`src/rtl/tinyodin_pkg.sv`:
```
// rtl/tinyodin_pkg.sv - shared neuron-word layout, event types and sequencer states
// Purpose: constants and types imported by the neuron update sequencer.
// Ports: none (package).
package tinyodin_pkg;

    // Neuron SRAM word layout
    localparam int STATE_LSB = 0;
    localparam int STATE_W   = 12;
    localparam int LEAK_LSB  = 12;
    localparam int LEAK_W    = 7;
    localparam int THR_LSB   = 19;
    localparam int THR_W     = 12;
    localparam int DIS_BIT   = 31;

    // Input event types
    localparam logic EVT_SYN  = 1'b0;
    localparam logic EVT_TREF = 1'b1;

    typedef enum logic [1:0] {
        IDLE = 2'd0,
        RD   = 2'd1,
        CAP  = 2'd2,
        WR   = 2'd3
    } seq_state_t;

endpackage

```
`src/rtl/lif_neuron_charge.sv`:
```
// rtl/lif_neuron_charge.sv - combinational leaky integrate-and-fire charge update
// Purpose: computes the next membrane state and spike flag for one neuron.
// Ports:
//   state_core      in  12  current membrane state (two's complement)
//   leak_str        in   7  leak magnitude applied on time-reference events
//   thr             in  12  firing threshold (unsigned)
//   syn_weight      in   4  signed synaptic weight
//   syn_event       in   1  an update is requested
//   time_ref        in   1  1 = leak toward zero, 0 = integrate weight
//   state_core_next out 12  updated state (zero after a spike)
//   spike_out       out  1  updated state reached the threshold
module lif_neuron_charge (
    input  logic [11:0] state_core,
    input  logic [6:0]  leak_str,
    input  logic [11:0] thr,
    input  logic [3:0]  syn_weight,
    input  logic        syn_event,
    input  logic        time_ref,
    output logic [11:0] state_core_next,
    output logic        spike_out
);

    localparam logic signed [12:0] SAT_HI = 13'sd2047;
    localparam logic signed [12:0] SAT_LO = -13'sd2048;

    // One guard bit is enough: |state| <= 2048, |weight| <= 8, leak <= 127
    logic signed [12:0] s_ext;
    logic signed [12:0] w_ext;
    logic signed [12:0] l_ext;
    logic signed [12:0] t_ext;
    logic signed [12:0] upd;

    always_comb begin
        s_ext     = {state_core[11], state_core};
        w_ext     = {{9{syn_weight[3]}}, syn_weight};
        l_ext     = {6'd0, leak_str};
        t_ext     = {1'b0, thr};
        upd       = s_ext;
        spike_out = 1'b0;
        if (syn_event) begin
            if (time_ref) begin
                // Leak pulls the state toward zero without crossing it
                if (s_ext > 13'sd0) begin
                    upd = s_ext - l_ext;
                    if (upd < 13'sd0) upd = 13'sd0;
                end else if (s_ext < 13'sd0) begin
                    upd = s_ext + l_ext;
                    if (upd > 13'sd0) upd = 13'sd0;
                end
            end else begin
                upd = s_ext + w_ext;
                if (upd > SAT_HI)      upd = SAT_HI;
                else if (upd < SAT_LO) upd = SAT_LO;
            end
            spike_out = (upd >= t_ext);
        end
        state_core_next = spike_out ? 12'd0 : upd[11:0];
    end

endmodule

```
`src/rtl/neuron_update_sequencer.sv`:
```
// rtl/neuron_update_sequencer.sv - event-driven scan of all neurons through the charge datapath
// Purpose: per accepted event, reads every neuron (and its synapse word for synaptic
//          events), applies lif_neuron_charge and writes the result back; spiking
//          addresses leave through a one-entry valid/ready register.
// Ports:
//   CLK, RST                       clock, asynchronous active-high reset
//   EVT_VALID/EVT_READY/TYPE/ADDR  input event handshake (TYPE 1 = time reference)
//   NRN_CS/WE/ADDR/WDATA/RDATA     neuron SRAM port (read data one cycle after read)
//   SYN_CS/ADDR/RDATA              synapse SRAM read port, eight 4-bit weights per word
//   SPK_VALID/READY/ADDR           spike output register
//   BUSY                           scan in progress
import tinyodin_pkg::*;

module neuron_update_sequencer #(
    parameter int N   = 256,
    parameter int AW  = 8,
    parameter int SAW = 13
) (
    input  logic            CLK,
    input  logic            RST,
    input  logic            EVT_VALID,
    output logic            EVT_READY,
    input  logic            EVT_TYPE,
    input  logic [AW-1:0]   EVT_ADDR,
    output logic            NRN_CS,
    output logic            NRN_WE,
    output logic [AW-1:0]   NRN_ADDR,
    output logic [31:0]     NRN_WDATA,
    input  logic [31:0]     NRN_RDATA,
    output logic            SYN_CS,
    output logic [SAW-1:0]  SYN_ADDR,
    input  logic [31:0]     SYN_RDATA,
    output logic            SPK_VALID,
    input  logic            SPK_READY,
    output logic [AW-1:0]   SPK_ADDR,
    output logic            BUSY
);

    seq_state_t      state;
    seq_state_t      state_nxt;
    logic [AW-1:0]   cnt;
    logic [AW-1:0]   pre_q;
    logic            type_q;
    logic [31:0]     cap_word;
    logic [3:0]      cap_wt;
    logic [11:0]     state_next;
    logic            spike_out;
    logic            accept;
    logic            advance;
    logic            write_en;
    logic            last;
    logic            spk_valid_q;
    logic [AW-1:0]   spk_addr_q;

    lif_neuron_charge u_charge (
        .state_core      (cap_word[STATE_LSB +: STATE_W]),
        .leak_str        (cap_word[LEAK_LSB +: LEAK_W]),
        .thr             (cap_word[THR_LSB +: THR_W]),
        .syn_weight      (cap_wt),
        .syn_event       (1'b1),
        .time_ref        (type_q),
        .state_core_next (state_next),
        .spike_out       (spike_out)
    );

    assign last      = (cnt == AW'(N - 1));
    assign accept    = (state == IDLE) && EVT_VALID;
    assign BUSY      = (state != IDLE);
    assign SPK_VALID = spk_valid_q;
    assign SPK_ADDR  = spk_addr_q;

    always_ff @(posedge CLK or posedge RST) begin
        if (RST) state <= IDLE;
        else     state <= state_nxt;
    end

    always_comb begin
        state_nxt = state;
        EVT_READY = 1'b0;
        NRN_CS    = 1'b0;
        NRN_WE    = 1'b0;
        NRN_ADDR  = '0;
        NRN_WDATA = '0;
        SYN_CS    = 1'b0;
        SYN_ADDR  = '0;
        advance   = 1'b0;
        write_en  = 1'b0;
        case (state)
            IDLE: begin
                EVT_READY = !RST;
                if (EVT_VALID) state_nxt = RD;
            end
            RD: begin
                NRN_CS   = 1'b1;
                NRN_ADDR = cnt;
                if (type_q == EVT_SYN) begin
                    SYN_CS   = 1'b1;
                    SYN_ADDR = {pre_q, cnt[AW-1:3]};
                end
                state_nxt = CAP;
            end
            CAP: begin
                state_nxt = WR;
            end
            WR: begin
                if (cap_word[DIS_BIT]) begin
                    advance = 1'b1;
                end else if (!(spike_out && spk_valid_q && !SPK_READY)) begin
                    // A spike with the output register still full holds here unwritten
                    write_en  = 1'b1;
                    advance   = 1'b1;
                    NRN_CS    = 1'b1;
                    NRN_WE    = 1'b1;
                    NRN_ADDR  = cnt;
                    NRN_WDATA = {cap_word[DIS_BIT], cap_word[THR_LSB +: THR_W],
                                 cap_word[LEAK_LSB +: LEAK_W], state_next};
                end
                if (advance) state_nxt = last ? IDLE : RD;
            end
            default: state_nxt = IDLE;
        endcase
    end

    always_ff @(posedge CLK or posedge RST) begin
        if (RST) begin
            cnt      <= '0;
            pre_q    <= '0;
            type_q   <= 1'b0;
            cap_word <= '0;
            cap_wt   <= '0;
        end else begin
            if (accept) begin
                cnt    <= '0;
                pre_q  <= EVT_ADDR;
                type_q <= EVT_TYPE;
            end else if (advance && !last) begin
                cnt <= cnt + 1'b1;
            end
            if (state == CAP) begin
                cap_word <= NRN_RDATA;
                cap_wt   <= SYN_RDATA[{cnt[2:0], 2'b00} +: 4];
            end
        end
    end

    // Load takes priority over drain so a back-to-back spike is never lost
    always_ff @(posedge CLK or posedge RST) begin
        if (RST) begin
            spk_valid_q <= 1'b0;
            spk_addr_q  <= '0;
        end else if (write_en && spike_out) begin
            spk_valid_q <= 1'b1;
            spk_addr_q  <= cnt;
        end else if (spk_valid_q && SPK_READY) begin
            spk_valid_q <= 1'b0;
        end
    end

endmodule

```
`config.mk`:
```
export PLATFORM = sky130hd
export DESIGN_NAME = neuron_update_sequencer
export DESIGN_NICKNAME = d
export VERILOG_FILES = /design/src/rtl/tinyodin_pkg.sv /design/src/rtl/lif_neuron_charge.sv /design/src/rtl/neuron_update_sequencer.sv
export SDC_FILE = /design/constraint.sdc
export NUM_CORES = 1
export LEC_CHECK = 0
export CORE_MARGIN = 4
export CORE_UTILIZATION = 35
export DETAILED_ROUTE_END_ITERATION = 10
export HOLD_SLACK_MARGIN = 0.08
export SETUP_SLACK_MARGIN = 0.5
export SYNTH_ARGS = -nofsm -noshare
export SYNTH_HDL_FRONTEND = slang
export SYNTH_SLANG_ARGS = --single-unit
export TNS_END_PERCENT = 1
```
`constraint.sdc`:
```
create_clock -name CLK -period 8 [get_ports CLK]
set_input_delay 1.2 -clock CLK [delete_from_list [all_inputs] [get_ports CLK]]
set_output_delay 1.2 -clock CLK [all_outputs]
set_load 0.005 [all_outputs]
```
==> summary.txt, run 1 <==
Status
  • Outcome: finished clean

Final layout
  • Area Overhead vs Synth: 35.3%
  • Layout cells sized above 1: 0.106
  • Nets: 882
  • Finished Cell Area: 0.00742 mm2
  • Antenna cells: 0

Die
  • Die X: approximately 130 um
  • Die Y: 133 um
  • Die area: 0.0177 mm2
  • Starting density of the core: 0.359
  • Core box area: 0.0153 mm2
  • Site row count: 45
  • Io pins: 144

Route
  • WL met3: ~1000 um
  • Vias: 5105
  • Wirelength per Cell: 16.9 um
  • Final antenna-violating net count: 0
  • Metal2 WL: 7880 um
  • DR top layer: met4
  • Vias per cell: 5.25
  • Number of DRC markers in iteration 0: 238
  • Pre-antenna DRT Iters: 6
  • Routed Wire Length: 16500 um
  • M1 WL: 7180 um
  • DRC errors left: 0

Critical path
  • WS Path Type: reg2out
  • Top Family by Delay on Critical Path: simple AND/OR/NAND/NOR gates
  • RR Startpoint: cap_word[0]
  • Crit-path cells: ha_1 > inv_1 > fa_1 > or2_2 > a221oi_4 > o211ai_1 > or2_2 > ha_1 > nand2b_2 > or4_1 > and2_0 > a32oi_2 > ha_1 > nor2_1 > nor3_1 > a21oi_2 > a211oi_4 > a21oi_1 > buf_4 > inv_1 > a211oi_1 > clkdlybuf4s50_1
  • WP depth: 22
  • CP bufs+invs: 4
  • Worst Setup EP: NRN_WDATA[8]
  • Critical path's slowest cell: clkdlybuf4s50_1
  • Max FO, Critical Path: 11
  • CP dominant cell by count: ha_1
  • Crit start category: flip-flop
  • Setup slack, reg-to-reg: around 2400 ps
  • Worst Path Required: roughly 6800 ps
  • FF-to-FF path depth: 19
  • Critical Path Source: cap_word[0]
  • Setup crit end kind: output port
  • CP Data Arrival Time: 6050 ps
  • Worst R2R End: SPK_ADDR[0]
  • Crit-path max cell delay: roughly 550 ps

GRT
  • Largest net degree at the start of global routing: 65
  • Global-route wire length before repair: ~27000 um
  • Grt ovf: 0
  • Initial antenna violation count: 0
  • Total GRT Usage: 0.188
  • Vias in the first global route: 5371

Synth
  • Yosys cell types: 82
  • Warnings from Yosys: 0
  • Asr flop ratio synth: 1.00
  • Synth area leader: dfrtp_1
  • Post-Syn Nets: 755
  • Most common cell in the synthesized netlist: nand2_1
  • Top cells by count, synth: nand2_1 (71), dfrtp_1 (64), o21ai_0 (49)
  • Avg Cell Area, Syn: 8.70 um2
  • Seq/Total Area, Yosys: 0.292
  • Cell area after synthesis: ~0.0055 mm2
  • EDFF count, synth: 0
  • Share of the synthesized area in the top cell type: 0.292
  • Most common flop cell mapped by yosys: dfrtp_1
  • Cells after Synth: 630
  • #FFs+latches synth: 64
  • Most area-consuming cells after synthesis: dfrtp_1 (29%), ha_1 (10%), and2_1 (5.4%)

Timing
  • Setup_tns: 0 ps
  • Setup violations, final: 0
  • Final hold vios: 0
  • Final period util: 0.906
  • Max-slew violations: 0
  • Fin crit period: 7250 ps
  • Actual slew at the worst max-slew pin: about 950 ps
  • Skew final: 6.22 ps
  • Slew headroom: 0.364
  • Fmax: approximately 140 MHz
  • RSZ-0062 raised after global routing: no

Power and ir drop
  • Leakage power: between 3 and 4 nW
  • Maximum VDD drop: 179 uV
  • Power density cells: 531 mW/mm2

Clocking
  • Number of CTS-inserted buffers: 9
  • Clock tree buffer depth: 2
  • Clk pin slew, worst setup/hold paths: 60 ps
  • Hold buffer count at CTS: 0
  • Clk sinks: 64
  • # H-tree levels: 3
  • Worst-Skew Late Latency: roughly 340 ps
  • Clk root buf: clkbuf_16
  • CTS tree: built

Place
  • RePlAce Congestion: 0.856
  • Placed inst area: around 0.0070 mm2
  • IO Port Bufs: 142
  • HPWL Detailed: 12900 um

Min path
  • Hold Path Class: reg2reg

Job
  • MaxCap Viol Count: 0
[stage by stage]
stage	hold WS (ps)	setup WS (ps)	total power (W)	std cells	util
2_1_floorplan	437	1990	0.00258	630	-
3_3_place_gp	450	931	0.00334	955	0.461
3_5_place_dp	455	804	0.00339	955	0.461
4_1_cts	470	433	0.00382	971	0.481
5_1_grt	498	485	0.00431	973	0.486
6_report	467	750	0.00394	973	0.486
[registers in the layout (all words and copies together) (netlist names)]
| signal | count |
|---|---|
| cnt | 8 |
| SPK_VALID | 1 |
| cap_wt | 4 |
| state | 2 |
| pre_q | 8 |
| cap_word | 32 |
| type_q | 1 |
| SPK_ADDR | 8 |
[layer usage]
metal / global-route usage / vias to the layer above
met2: 0.316 / 168
met3: 0.0540 / 29
met4: 0.0674 / 0
met5: 0 / -
li1: - / 2485
met1: 0.230 / 2423
[layout by cell type (no fill, tap or decap), types with 3 or more instances in the layout]
master and count:
a211oi_1 5, a211oi_2 3, a21o_1 6, a21oi_1 32, a31oi_1 9, a32oi_1 5, and2_1 47, and3_1 6
buf_4 6, clkbuf_16 9, clkdlybuf4s50_1 142, dfrtp_1 63, fa_1 3, ha_1 44, inv_1 43, mux2_2 12
mux2_4 3, mux2i_1 4, mux4_2 8, nand2_1 71, nand2b_1 7, nand3_1 15, nand3b_1 3, nor2_1 34
nor2b_1 11, nor3_1 8, nor4_1 6, o211ai_1 8, o21a_1 6, o21ai_0 49, o21bai_1 4, or3_1 4
xnor2_1 10, xor2_1 3
[report_power, final]
part,switching [W],internal [W],leakage (nW)
clock network,0.000152,0.000243,0.143
logic,0.00163,0.00126,2.15
registers,0.000194,0.000466,0.796
total,0.00197,0.00196,3.09
[worst register-to-register path, cell delays in order, from the launching register on]
cell and delay, ps:
dfrtp_1 400, ha_1 190, inv_1 50, fa_1 400, or2_2 350, a221oi_4 290, o211ai_1 160, or2_2 320
ha_1 300, nand2b_2 280, or4_1 500, and2_0 180, a32oi_2 260, ha_1 210, nor2_1 70, nor3_1 180
a21oi_2 110, a211oi_4 390, nand4_2 450, mux2_4 430
[worst min path at each step]
stage | cells after the start | slack (ps) | start | end
finish | 2 | 470 | pre_q[3] | pre_q[3]
global route | 2 | 500 | pre_q[0] | pre_q[0]
detailed placement | 2 | 450 | pre_q[3] | pre_q[3]
floorplan | 2 | 440 | pre_q[0] | pre_q[0]
global placement | 2 | 450 | pre_q[5] | pre_q[5]
CTS | 2 | 470 | pre_q[3] | pre_q[3]
[cell type report]
cell class	instances	area (um2)
Fill cell	1468	7840
Multi-Input combinational cell	489	3620
Sequential cell	64	1600
Timing Repair Buffer	148	1470
Tap cell	211	264
Clock buffer	10	229
Inverter	45	169
Clock inverter	6	68.8
[cell families (layout without fill, tap and decap cells)]
family,Yosys count,count (layout),share of synthesized area
compound gates,169,169,0.222
xor+xnor,13,13,0.0208
fa+ha+maj,49,49,0.115
buf+inv,77,209,0.0605
flops,64,64,0.292
mux,27,27,0.0730
other cells,1,1,0.000684
simple gates,230,230,0.215
[repair_timing]
item,4_1_cts,5_1_grt
gates resized for setup,1,10
pin swaps,0,3
buffers inserted,0,2
cloned,0,0
endpoints found under the setup margin,22,41
Power figures use the tool's default switching activity.
==> run 2, diff against run 1 <==
--- a/config.mk
+++ b/config.mk
@@ -5,10 +5,11 @@
 export SDC_FILE = /design/constraint.sdc
 export NUM_CORES = 1
 export LEC_CHECK = 0
+export ABC_AREA = 1
 export CORE_MARGIN = 4
 export CORE_UTILIZATION = 35
 export DETAILED_ROUTE_END_ITERATION = 10
-export HOLD_SLACK_MARGIN = 0.08
+export HOLD_SLACK_MARGIN = 0.05
 export SETUP_SLACK_MARGIN = 0.5
 export SYNTH_ARGS = -nofsm -noshare
 export SYNTH_HDL_FRONTEND = slang
==> run 2 against run 1 <==
Register-to-register slack improved by 1200 ps. Power fell by 13%. Worst setup slack improved by 410 ps. Count of clock-buffer cells in the layout fell by 1. Largest cell class unchanged. Die area rose by 3.6%. Clock power fell by 6.6%. Critical path type unchanged. Critical path depth rose by 15. Design area rose by 1.5%. Critical endpoint is now NRN_CS.
==> summary.txt, run 2 <==
Final layout
  • Final core area utilization: 0.474 (-0.0123)
  • Fillcell total: 1663 (+13%)
  • Commonest cells after routing, fill and taps aside: nand2_1 (222), clkdlybuf4s50_1 (142), inv_1 (107)
  • Nets: 1097 (+24%)
  • Layout cells sized above 1: 0.0829 (-0.0234)
  • Biggest register: cap_word
  • Reg area: 0.00160 mm2 (about the same)
  • Commonest non-fill, non-tap cell in the layout: nand2_1
  • Antenna cells: 0 (unchanged)
  • Area Overhead vs Synth: 32.2%
  • Max reg flops: 32 (unchanged)
  • Multi-input gate area: 0.00346 mm2 (-4.3%)

Synth
  • Most area-consuming cells after synthesis: dfrtp_1 (28%), nand2_1 (15%), ha_1 (9.9%)
  • Most common flop cell mapped by yosys: dfrtp_1
  • EDFF count, synth: 0 (unchanged)
  • Avg Cell Area, Syn: 6.73 um2 (-23%)
  • Share of the synthesized area in the top cell type: 0.281 (-0.0107)
  • Post-Syn Nets: 971 (+29%)
  • Seq/Total Area, Yosys: 0.281 (-0.0107)
  • Most common cell in the synthesized netlist: nand2_1
  • Warnings from Yosys: 0 (unchanged)
  • Cells after Synth: 846 (+34%)
  • Yosys cell types: 49 (-40%)
  • Top cells by count, synth: nand2_1 (222), inv_1 (108), nor2_1 (93)
  • Asr flop ratio synth: 1.00 (unchanged)
  • #FFs+latches synth: 64 (unchanged)
  • Cell area after synthesis: 0.00569 mm2 (+3.8%)
  • Synth area leader: dfrtp_1

Die
  • Site row count: 46 (+2.2%)
  • Io pins: 144 (unchanged)
  • Die Y: 136 um (+1.8%)
  • Starting density of the core: 0.358 (-0.00103)
  • Core box area: 0.0159 mm2 (+4.1%)
  • Die area: 0.0184 mm2 (+3.6%)
  • Die X: 136 um (+1.8%)

Place
  • HPWL Detailed: 13300 um (+3.5%)
  • Pre-CTS WS: 1540 ps (+735 ps)
  • RePlAce Congestion: 0.929 (+8.5%)
  • IO Port Bufs: 142 (unchanged)

GRT
  • Largest net degree at the start of global routing: 72 (+11%)
  • Initial antenna violation count: 0 (unchanged)
  • Total GRT Usage: 0.187 (-0.000261)
  • Routing usage on met2: 0.299 (-0.0168)
  • Met3 Track Usage GR: 0.0394 (-0.0146)
  • Met1 GRT Util: 0.258 (+0.0283)
  • Grt ovf: 0 (unchanged)
  • GRT busiest layer: met2
  • Vias in the first global route: 5508 (+2.6%)
  • Global-route wire length before repair: 27600 um (+2.7%)

Critical path
  • Setup slack, reg-to-reg: 3570 ps (+1190 ps)
  • Crit-path max cell delay: 580 ps (+30 ps)
  • CP bufs+invs: 8 (+4)
  • Setup crit end kind: output port
  • Top Family by Delay on Critical Path: simple AND/OR/NAND/NOR gates
  • Max FO, Critical Path: 18 (+7)
  • Crit start category: flip-flop
  • Critical path's slowest cell: nand2_1
  • FF-to-FF path depth: 35 (+16)
  • Worst Path Required: 6800 ps (about the same)
  • CP dominant cell by count: nand2_1
  • WP depth: 37 (+68%)
  • Worst R2R End: cnt[0]
  • CP Data Arrival Time: 5640 ps (-410 ps)
  • WS Path Type: reg2out
  • RR Startpoint: cap_word[1]

Route
  • Routed Wire Length: 16700 um (+1.3%)
  • DRC errors left: 0 (unchanged)
  • Pre-antenna DRT Iters: 5 (-1)
  • Vias: 5685 (+11%)
  • Vias per cell: 4.77 (-9.2%)
  • Final antenna-violating net count: 0 (unchanged)
  • Number of DRC markers in iteration 0: 402 (+69%)
  • Wirelength per Cell: 14.0 um (-17%)

Clocking
  • Number of CTS-inserted buffers: 9 (unchanged)
  • CTS tree: built
  • Clock tree buffer depth: 2 (unchanged)
  • Setup Buffers After CTS: 0 (unchanged)
  • Hold buffer count at CTS: 0 (unchanged)
  • # H-tree levels: 3 (unchanged)
  • Clk pin slew, worst setup/hold paths: 60 ps (about the same)
  • Clk root buf: clkbuf_16
  • # resized after CTS: 0 (-1)
  • Clk sinks: 64 (unchanged)
  • Worst-Skew Late Latency: 340 ps (about the same)

Power and ir drop
  • Total Power: 0.00343 W (-13%)
  • Maximum VDD drop: 167 uV (-6.8%)
  • Power density cells: 456 mW/mm2 (-14%)
  • Leakage power: 3.69 nW (+19%)

Timing
  • Slew headroom: 0.364 (+0.000558)
  • Final period util: 0.856 (-0.0508)
  • RSZ-0062 raised after global routing: no
  • Final hold vios: 0 (unchanged)
  • Setup violations, final: 0 (unchanged)
  • Max-slew violations: 0 (unchanged)
  • Min Hold Slack: 495 ps (+28.2 ps)
  • Setup_tns: 0 ps (unchanged)
  • Skew final: 13.2 ps (+6.97 ps)
  • Fin crit period: 6840 ps (-406 ps)
  • Setup slack after layout: 1160 ps (+406 ps)
  • Fmax: 146 MHz (+5.9%)
  • Actual slew at the worst max-slew pin: 952 ps (-3.14 ps)

Min path
  • Worst Hold Path EP: SPK_ADDR[7]
  • Hold Path Depth: 2 (unchanged)
  • Hold Path Class: reg2reg
  • Min-delay src: SPK_ADDR[7]

Status
  • Outcome: finished clean

Job
  • MaxCap Viol Count: 0 (unchanged)
[run 2: cell count changes after synthesis, sizes merged, moves of 12 or more]
| cell | delta |
|---|---|
| nor2 | +69 |
| and2 | -48 |
| o21ai | +19 |
| nand3 | +41 |
| xor2 | +13 |
| nor2b | -12 |
| inv | +78 |
| nand2 | +158 |
[run 2: cell families after synthesis]
logic type      count (synthesis)  share of synthesized area
compound gates                135                      0.136
other cells                     1                   0.000659
xor+xnor                       20                     0.0308
simple gates                  418                      0.317
mux                             7                     0.0138
flops                          64                      0.281
buf+inv                       153                      0.111
fa+ha+maj                      48                      0.109
[run 2: worst max path at each step]
| stage | from | to | slack [ps] |
|---|---|---|---|
| 4_1_cts | cap_word[1] | NRN_CS | 1160 |
| 5_1_grt | cap_word[1] | NRN_CS | 610 |
| 3_5_place_dp | cap_word[1] | NRN_CS | 1540 |
| 3_3_place_gp | cap_word[1] | NRN_CS | 1700 |
| 6_report | cap_word[1] | NRN_CS | 1160 |
| 2_1_floorplan | cap_word[1] | NRN_CS | 2980 |
[run 2: area by class of cell]
cell class | instances | share of cell area
Clock inverter | 7 | 0.00748
Multi-Input combinational cell | 629 | 0.460
Clock buffer | 9 | 0.0299
Inverter | 123 | 0.0620
Timing Repair Buffer | 145 | 0.192
Tap cell | 216 | 0.0359
Sequential cell | 64 | 0.213
[run 2: power by group]
| part | switching (W) | internal [W] | total [W] |
|---|---|---|---|
| logic | 0.00152 | 0.000936 | 0.00246 |
| registers | 0.000152 | 0.000456 | 0.000608 |
| clock network | 0.000157 | 0.000212 | 0.000369 |
| total | 0.00183 | 0.00160 | 0.00343 |
[run 2: layer usage]
| metal | vias to the layer above | routed length (um) |
|---|---|---|
| met5 | - | 0 |
| met1 | 2558 | 7960 |
| met2 | 160 | 7570 |
| met3 | 20 | 911 |
| met4 | 0 | 253 |
| li1 | 2947 | - |
[run 2: stage by stage]
stage	area, um2	instances
floorplan	5690	846
global placement	7250	1177
detailed placement	7250	1177
CTS	7530	1193
global route	7530	1193
finish	7530	1193
[run 2: worst min-delay path, delay by kind of cell (launching register included)]
kind / cells / cell delay (ps)
AOI/OAI and AO/OA: 1 / 60
and+or+nand+nor: 1 / 60
DFF: 1 / 340
